File: config.mk
export PLATFORM = sky130hd
export DESIGN_NAME = mem_port_arbiter
export DESIGN_NICKNAME = d
export VERILOG_FILES = /design/src/rtl/mem_port_arbiter.sv
export SDC_FILE = /design/constraint.sdc
export NUM_CORES = 1
export LEC_CHECK = 0
export ABC_AREA = 1
export CORE_AREA = 2 2 103 105
export CTS_CLUSTER_SIZE = 40
export DETAILED_ROUTE_END_ITERATION = 8
export DIE_AREA = 0 0 105 107
export PLACE_DENSITY = 0.81
export SLEW_MARGIN = 30
export SYNTH_ARGS = -nofsm -noshare
export SYNTH_HDL_FRONTEND = slang
export SYNTH_SLANG_ARGS = --single-unit
File: constraint.sdc
create_clock -name clk -period 2 [get_ports clk]
set_clock_uncertainty 0.2 [all_clocks]
set_input_delay 0.3 -clock clk [delete_from_list [all_inputs] [get_ports clk]]
set_output_delay 0.3 -clock clk [all_outputs]
set_load 0.05 [all_outputs]
File: src/rtl/mem_port_arbiter.sv
// mem_port_arbiter
//   Round-robin sharing of one single-ported, fixed-latency memory between
//   the instruction-fetch port (i_*) and the load/store port (d_*).
//
//   Handshake: a requester raises req with stable payload and holds it until
//   the cycle in which its gnt is 1. gnt is combinational. A grant in cycle T
//   puts the access on the memory port in cycle T and produces a one-cycle
//   valid strobe (with data) in cycle T+LAT+1. Responses have no back-pressure.
//
//   Ports
//     clk, reset                 clock, synchronous active-high reset
//     i_req, i_addr, i_flush     fetch request / address / kill in-flight fetches
//     i_gnt, i_valid, i_rdata    fetch grant / response strobe / response data
//     d_req, d_we, d_addr,
//     d_wdata                    data request, store flag, address, store data
//     d_gnt, d_valid, d_rdata    data grant / response strobe / load data (0 for stores)
//     m_en, m_we, m_addr,
//     m_wdata, m_rdata           memory port; m_rdata valid LAT cycles after m_en
module mem_port_arbiter #(
  parameter int AW  = 32,
  parameter int DW  = 32,
  parameter int LAT = 1
) (
  input  logic          clk,
  input  logic          reset,
  input  logic          i_req,
  input  logic [AW-1:0] i_addr,
  input  logic          i_flush,
  output logic          i_gnt,
  output logic          i_valid,
  output logic [DW-1:0] i_rdata,
  input  logic          d_req,
  input  logic          d_we,
  input  logic [AW-1:0] d_addr,
  input  logic [DW-1:0] d_wdata,
  output logic          d_gnt,
  output logic          d_valid,
  output logic [DW-1:0] d_rdata,
  output logic          m_en,
  output logic          m_we,
  output logic [AW-1:0] m_addr,
  output logic [DW-1:0] m_wdata,
  input  logic [DW-1:0] m_rdata
);

  typedef enum logic {OWN_I = 1'b0, OWN_D = 1'b1} owner_e;

  typedef struct packed {
    logic   valid;
    owner_e owner;
    logic   we;
    logic   kill;
  } tag_t;

  // Owner of the most recent grant; the other port wins the next tie.
  owner_e last_q;

  // tag_q[k] holds the tag of the access issued k cycles ago. Age 0 is the
  // issue cycle itself (issue_tag); age LAT is the cycle m_rdata is valid.
  tag_t tag_q [1:LAT];
  tag_t aged  [1:LAT];
  tag_t issue_tag;

  logic i_elig;
  logic d_elig;

  always_comb begin
    i_elig = i_req & ~i_flush & ~reset;
    d_elig = d_req & ~reset;

    i_gnt = i_elig & (~d_elig | (last_q == OWN_D));
    d_gnt = d_elig & ~i_gnt;

    m_en    = i_gnt | d_gnt;
    m_we    = d_gnt & d_we;
    m_addr  = '0;
    m_wdata = '0;
    if (i_gnt) begin
      m_addr = i_addr;
    end else if (d_gnt) begin
      m_addr  = d_addr;
      m_wdata = d_wdata;
    end

    issue_tag       = '0;
    issue_tag.valid = m_en;
    issue_tag.owner = d_gnt ? OWN_D : OWN_I;
    issue_tag.we    = m_we;

    // A flush marks every in-flight fetch, including the one whose data is
    // on m_rdata right now, so that it never reaches i_valid.
    for (int k = 1; k <= LAT; k++) begin
      aged[k]      = tag_q[k];
      aged[k].kill = tag_q[k].kill |
                     (i_flush & tag_q[k].valid & (tag_q[k].owner == OWN_I));
    end
  end

  always_ff @(posedge clk) begin
    if (reset) begin
      last_q  <= OWN_D;
      for (int k = 1; k <= LAT; k++) tag_q[k] <= '0;
      i_valid <= 1'b0;
      i_rdata <= '0;
      d_valid <= 1'b0;
      d_rdata <= '0;
    end else begin
      if (m_en) last_q <= issue_tag.owner;

      tag_q[1] <= issue_tag;
      for (int k = 2; k <= LAT; k++) tag_q[k] <= aged[k-1];

      i_valid <= aged[LAT].valid & (aged[LAT].owner == OWN_I) & ~aged[LAT].kill;
      if (aged[LAT].valid & (aged[LAT].owner == OWN_I) & ~aged[LAT].kill)
        i_rdata <= m_rdata;

      d_valid <= aged[LAT].valid & (aged[LAT].owner == OWN_D);
      if (aged[LAT].valid & (aged[LAT].owner == OWN_D))
        d_rdata <= aged[LAT].we ? '0 : m_rdata;
    end
  end

endmodule

=== Word level (Yosys, flattened, before mapping) ===
Memory sizes are Yosys's and may differ from the RTL's.
Cells that the tools add are included.

* Register bits after elaboration: 67
* Bits in writable memories: 3
* Input bits: 134
* Output and inout port bits: 134
* Memories kept: 1

* Mux-type cells: 10
* Bitwise logic cells: 21

{| class="wikitable"
|+ Memory list
! name !! depth !! width !! read ports !! clocked after Yosys merged registers in !! wr ports !! line !! source
|-
| tag_q || 1 || 3 || 1 || 0 || 1 || 60 || <nowiki>tag_t tag_q [1:LAT];</nowiki>
|}

{| class="wikitable"
|+ Operator list
! operator !! number
|-
| 32-bit 2-to-1 mux || 5
|-
| 1-bit AND || 11
|-
| 1-bit NOT || 6
|-
| 1-bit 2-to-1 mux || 4
|-
| 3-bit 2-to-1 mux || 1
|-
| 1-bit OR || 3
|-
| 1-bit OR (first input constant) || 1
|}

=== Depth between registers and ports, before layout ===
Gate-level depths: netlist (run 1).

* Depth in word-level cells: 9
* Mapped depth: 7

=== Worst setup path after synthesis (run 1) ===
No wires, ideal clock.

* Path type: input-to-output
* Start point: in reset
* End point: out m_wdata[23]
* Arrival time: 1.520 ns
* Required time: 1.500 ns
* Setup slack: -0.020 ns
* Stages on the path: 6
* Buffers on the path: 1
* Path through: inv_2 nand3b_1 nand2_2 nand2_4 buf_2 nor2_1

* Longest elaborated chain between the ends: 9

{| class="wikitable"
|+ Ends and longest elaborated chain
! element !! line !! source
|-
| from (decl) || 25 || <nowiki>input logic reset,</nowiki>
|-
| 1-bit NOT (*) || 68, 69 ||
|-
| 1-bit AND || 69 || <nowiki>d_elig = d_req & ~reset;</nowiki>
|-
| 1-bit NOT || 71 || <nowiki>i_gnt = i_elig & (~d_elig | (last_q == OWN_D));</nowiki>
|-
| 1-bit OR || 71 ||
|-
| 1-bit AND || 71 ||
|-
| 1-bit NOT || 72 || <nowiki>d_gnt = d_elig & ~i_gnt;</nowiki>
|-
| 1-bit AND || 72 ||
|-
| 32-bit 2-to-1 mux || 80 || <nowiki>end else if (d_gnt) begin</nowiki>
|-
| 32-bit 2-to-1 mux (*) || 78 || <nowiki>if (i_gnt) begin</nowiki>
|-
| to (decl) || 42 || <nowiki>output logic [DW-1:0] m_wdata,</nowiki>
|}

Mark *: on every way between the ends. The rest lies on a longest branch, timed or not.

=== Final worst setup path (run 1) ===
* Start point: reg last_q
* End point: out m_wdata[15]

* Longest elaborated chain between the ends: 6

{| class="wikitable"
|+ Ends and longest elaborated chain
! element !! line !! source
|-
| from (decl) || 56 || <nowiki>owner_e last_q;</nowiki>
|-
| from (signal assigned) || 108 || <nowiki>if (m_en) last_q <= issue_tag.owner;</nowiki>
|-
| 1-bit OR (*) || 71 ||
|-
| 1-bit AND (*) || 71 ||
|-
| 1-bit NOT || 72 ||
|-
| 1-bit AND || 72 ||
|-
| 32-bit 2-to-1 mux || 80 ||
|-
| 32-bit 2-to-1 mux (*) || 78 ||
|}

Marks and branches as above.

==> results of run 1 <==
## kinds of logic after synthesis
logic type,synth area share (%)
compound gates,4.73
buf+inv,12.8
flops,41.4
simple gates,41.0
## power breakdown
group	switching [mW]	internal [mW]	total (mW)
Clock	0.519	0.610	1.13
Sequential	0.0344	1.46	1.49
Combinational	0.932	0.748	1.68
## layout make-up
cell class              instances  area, sq um
repair buffers                300         3810
fillers                       674         2230
multi-input cells             371         2010
flip-flops and latches         70         1400
inverters                      72          275
well taps                     136          170
clock buffers                  11          141
clock inverters                 5         58.8
## flip-flops by register name, indices dropped and copies added, names as in the netlist
signal   count
last_q       1
tag_q        3
d_rdata     32
i_rdata     32
d_valid      1
i_valid      1
## final timing paths
check | slack [ns] | end
worst max-delay path | -0.16 | m_wdata[15]
worst min-delay path | 0.20 | last_q$_SDFFE_PP1P_
worst max register to register | 0.65 | i_rdata[13]$_SDFFE_PP0P_
worst min register to register | 0.28 | d_rdata[6]$_SDFFE_PP0P_
## through the flow
stage	power [mW]	hold slack, ns	instance area, sq um
final	4.30	0.197	7870
after global routing	4.47	0.215	7870
after CTS	4.28	0.149	7650
after detailed placement	3.05	0.272	6910
after global placement	3.03	0.264	6910
after floorplan	2.24	0.172	3380
## worst register-to-register path, cell delays in order, from the launching register on
cell      delay [ns]
dfxtp_1         0.35
nand3b_1        0.20
buf_4           0.29
nand2_1         0.10
nand2_1         0.08
nor2_1          0.04
## placed cells by master, fill, tap and decap left out, drive strengths merged
cell type      instances
bufinv                 1
nand3b                 2
dfxtp                 70
dlymetal6s2s          25
bufbuf                 1
dlygate4sd2           20
nand3                 67
buf                  124
nand2                168
clkbuf                11
o21ai                 32
nor2                 102
inv                   72
clkinvlp               2
clkinv                 2
clkdlybuf4s15          1
clkdlybuf4s50        129
## what timing repair did
item,in CTS,in global routing
pin swaps,13,10
endpoints found under the setup margin,86,92
setup buffers,6,3
gates cloned,6,0
resized for setup,123,62
## metal layers
| metal | track usage (%) | vias up | share of wire [%] |
|---|---|---|---|
| met4 | 16.6 | 0 | 5.0 |
| met2 | 51.5 | 233 | 54 |
| met5 | 0 | - | 0 |
| li1 | - | 2209 | - |
| met3 | 7.23 | 49 | 7.0 |
| met1 | 29.0 | 2124 | 34 |
==> metrics, run 1 <==
Die Area=between 10000 and 15000 sq um; core area=a little over 10000 sq um; antenna cells=0; sequential fraction of the synthesis area=41.4%; setup TNS=-6.95 ns; final hold vios=0; failing checks=negative setup slack; Initial Utilization=33.5%; Finish-stage setup viols=65; DR WL/cell=17.3 microns; Inst Count DP=936; Die Y=107 microns; largest net degree at the start of global routing=66; CTS Buf Count=9; CTS tree=done; Synth area leaders=dfxtp_1, nand2_1, nor2_1; CP endpoint kind=primary output; area leader, netlist=dfxtp_1; Final ANT Viol Nets=0; Worst Path Required=1.50 ns; worst-path cell chain=nand3b_1 > nand2_4 > nand2_4 > buf_12 > nor2_2 > buf_12; worst path bufs/invs=2; total gr overflow=0; Slew Viols, Final=0; period utilisation layout=108%; CP startpoint kind=register; Synth Area per Inst=6.18 sq um; synthesized cell area=about 3400 sq um; final setup margin=-0.159 ns; status=complete, but fails checks; Post-Syn Nets=682; RSZ-0062 raised after global routing=yes; worst vdd ir=0.000332 V; launch point of the worst path=last_q$_SDFFE_PP1P_; utilization after layout=77.9%; synth cell count leaders=nand2_1, nor2_1, dfxtp_1, inv_1, nand3_1; PortBufs=267; critical path class=register to primary output; Yosys top cell area share=41.4%; number of global-route vias before repair=4697; Syn Inst Count=548; pwr dens=roughly 550 nW/um^2; Crit path depth=6; fin crit period=2.16 ns; CTS root buf=clkbuf_8; # Max-Cap Violations=0; worst r2r path cells=5; number of synthesized flops with an enable pin=0; CTS Buffer Depth=2; asr flop ratio synth=0%; Slew @ Worst Pin=0.671 ns; first-pass GRT wire length=around 25000 microns; Vias/cell=4.78; clock-pin slew on the worst setup and hold paths=0.07 ns; total routed wirelength=16700 microns; DPL Wire Length=11700 microns; initial antenna violation count=0; GRT Util Overall=28.1%; Crit path max-delay family=simple AND/OR/NAND/NOR gates; pre-CTS setup slack=-0.351 ns; CTS Hold Bufs=0; hold_sp=reset; 1st-iter DRT viols=around 280; Worst Path Max Fanout=23; share of cells above drive strength 1=27.4%; slew margin rel.=55.2%; row cnt=37; # clock sinks=70; Hold Crit Class=primary input to register; Yosys reg bits=70; ys flop type=dfxtp_1; Yosys warning count=0; Die X=105 microns; most numerous cell in the Yosys netlist=nand2_1; critical path's largest stage delay=0.33 ns; Nets=958; via count=4615; distinct cell type count after synthesis=17; Worst R2R Start=tag_q[1][1]$_SDFF_PP0_; clk_lat worst skew=0.33 ns; # IOs=268; Area growth syn-to-layout=132%; final cell count without fillers=965; critical-path cell with the highest stage delay=dfxtp_2; hold path depth=3; 1st-pass router iterations=5; DRC=0; Critical Path AT=about 1.7 ns; Lkg Pwr=4.09 nW; fmax=0.463 GHz; H-tree levels=3; RD Place Congestion=around 0.84
(Power assumes the default switching activity.)
==> inputs of run 2 (changes only) <==
--- a/config.mk
+++ b/config.mk
@@ -10,6 +10,7 @@
 export CTS_CLUSTER_SIZE = 40
 export DETAILED_ROUTE_END_ITERATION = 8
 export DIE_AREA = 0 0 105 107
+export HOLD_SLACK_MARGIN = 0.12
 export PLACE_DENSITY = 0.81
 export SLEW_MARGIN = 30
 export SYNTH_ARGS = -nofsm -noshare
==> results of run 2 <==
Same layout as run 1: the final DEF is identical, and so are final timing and power.
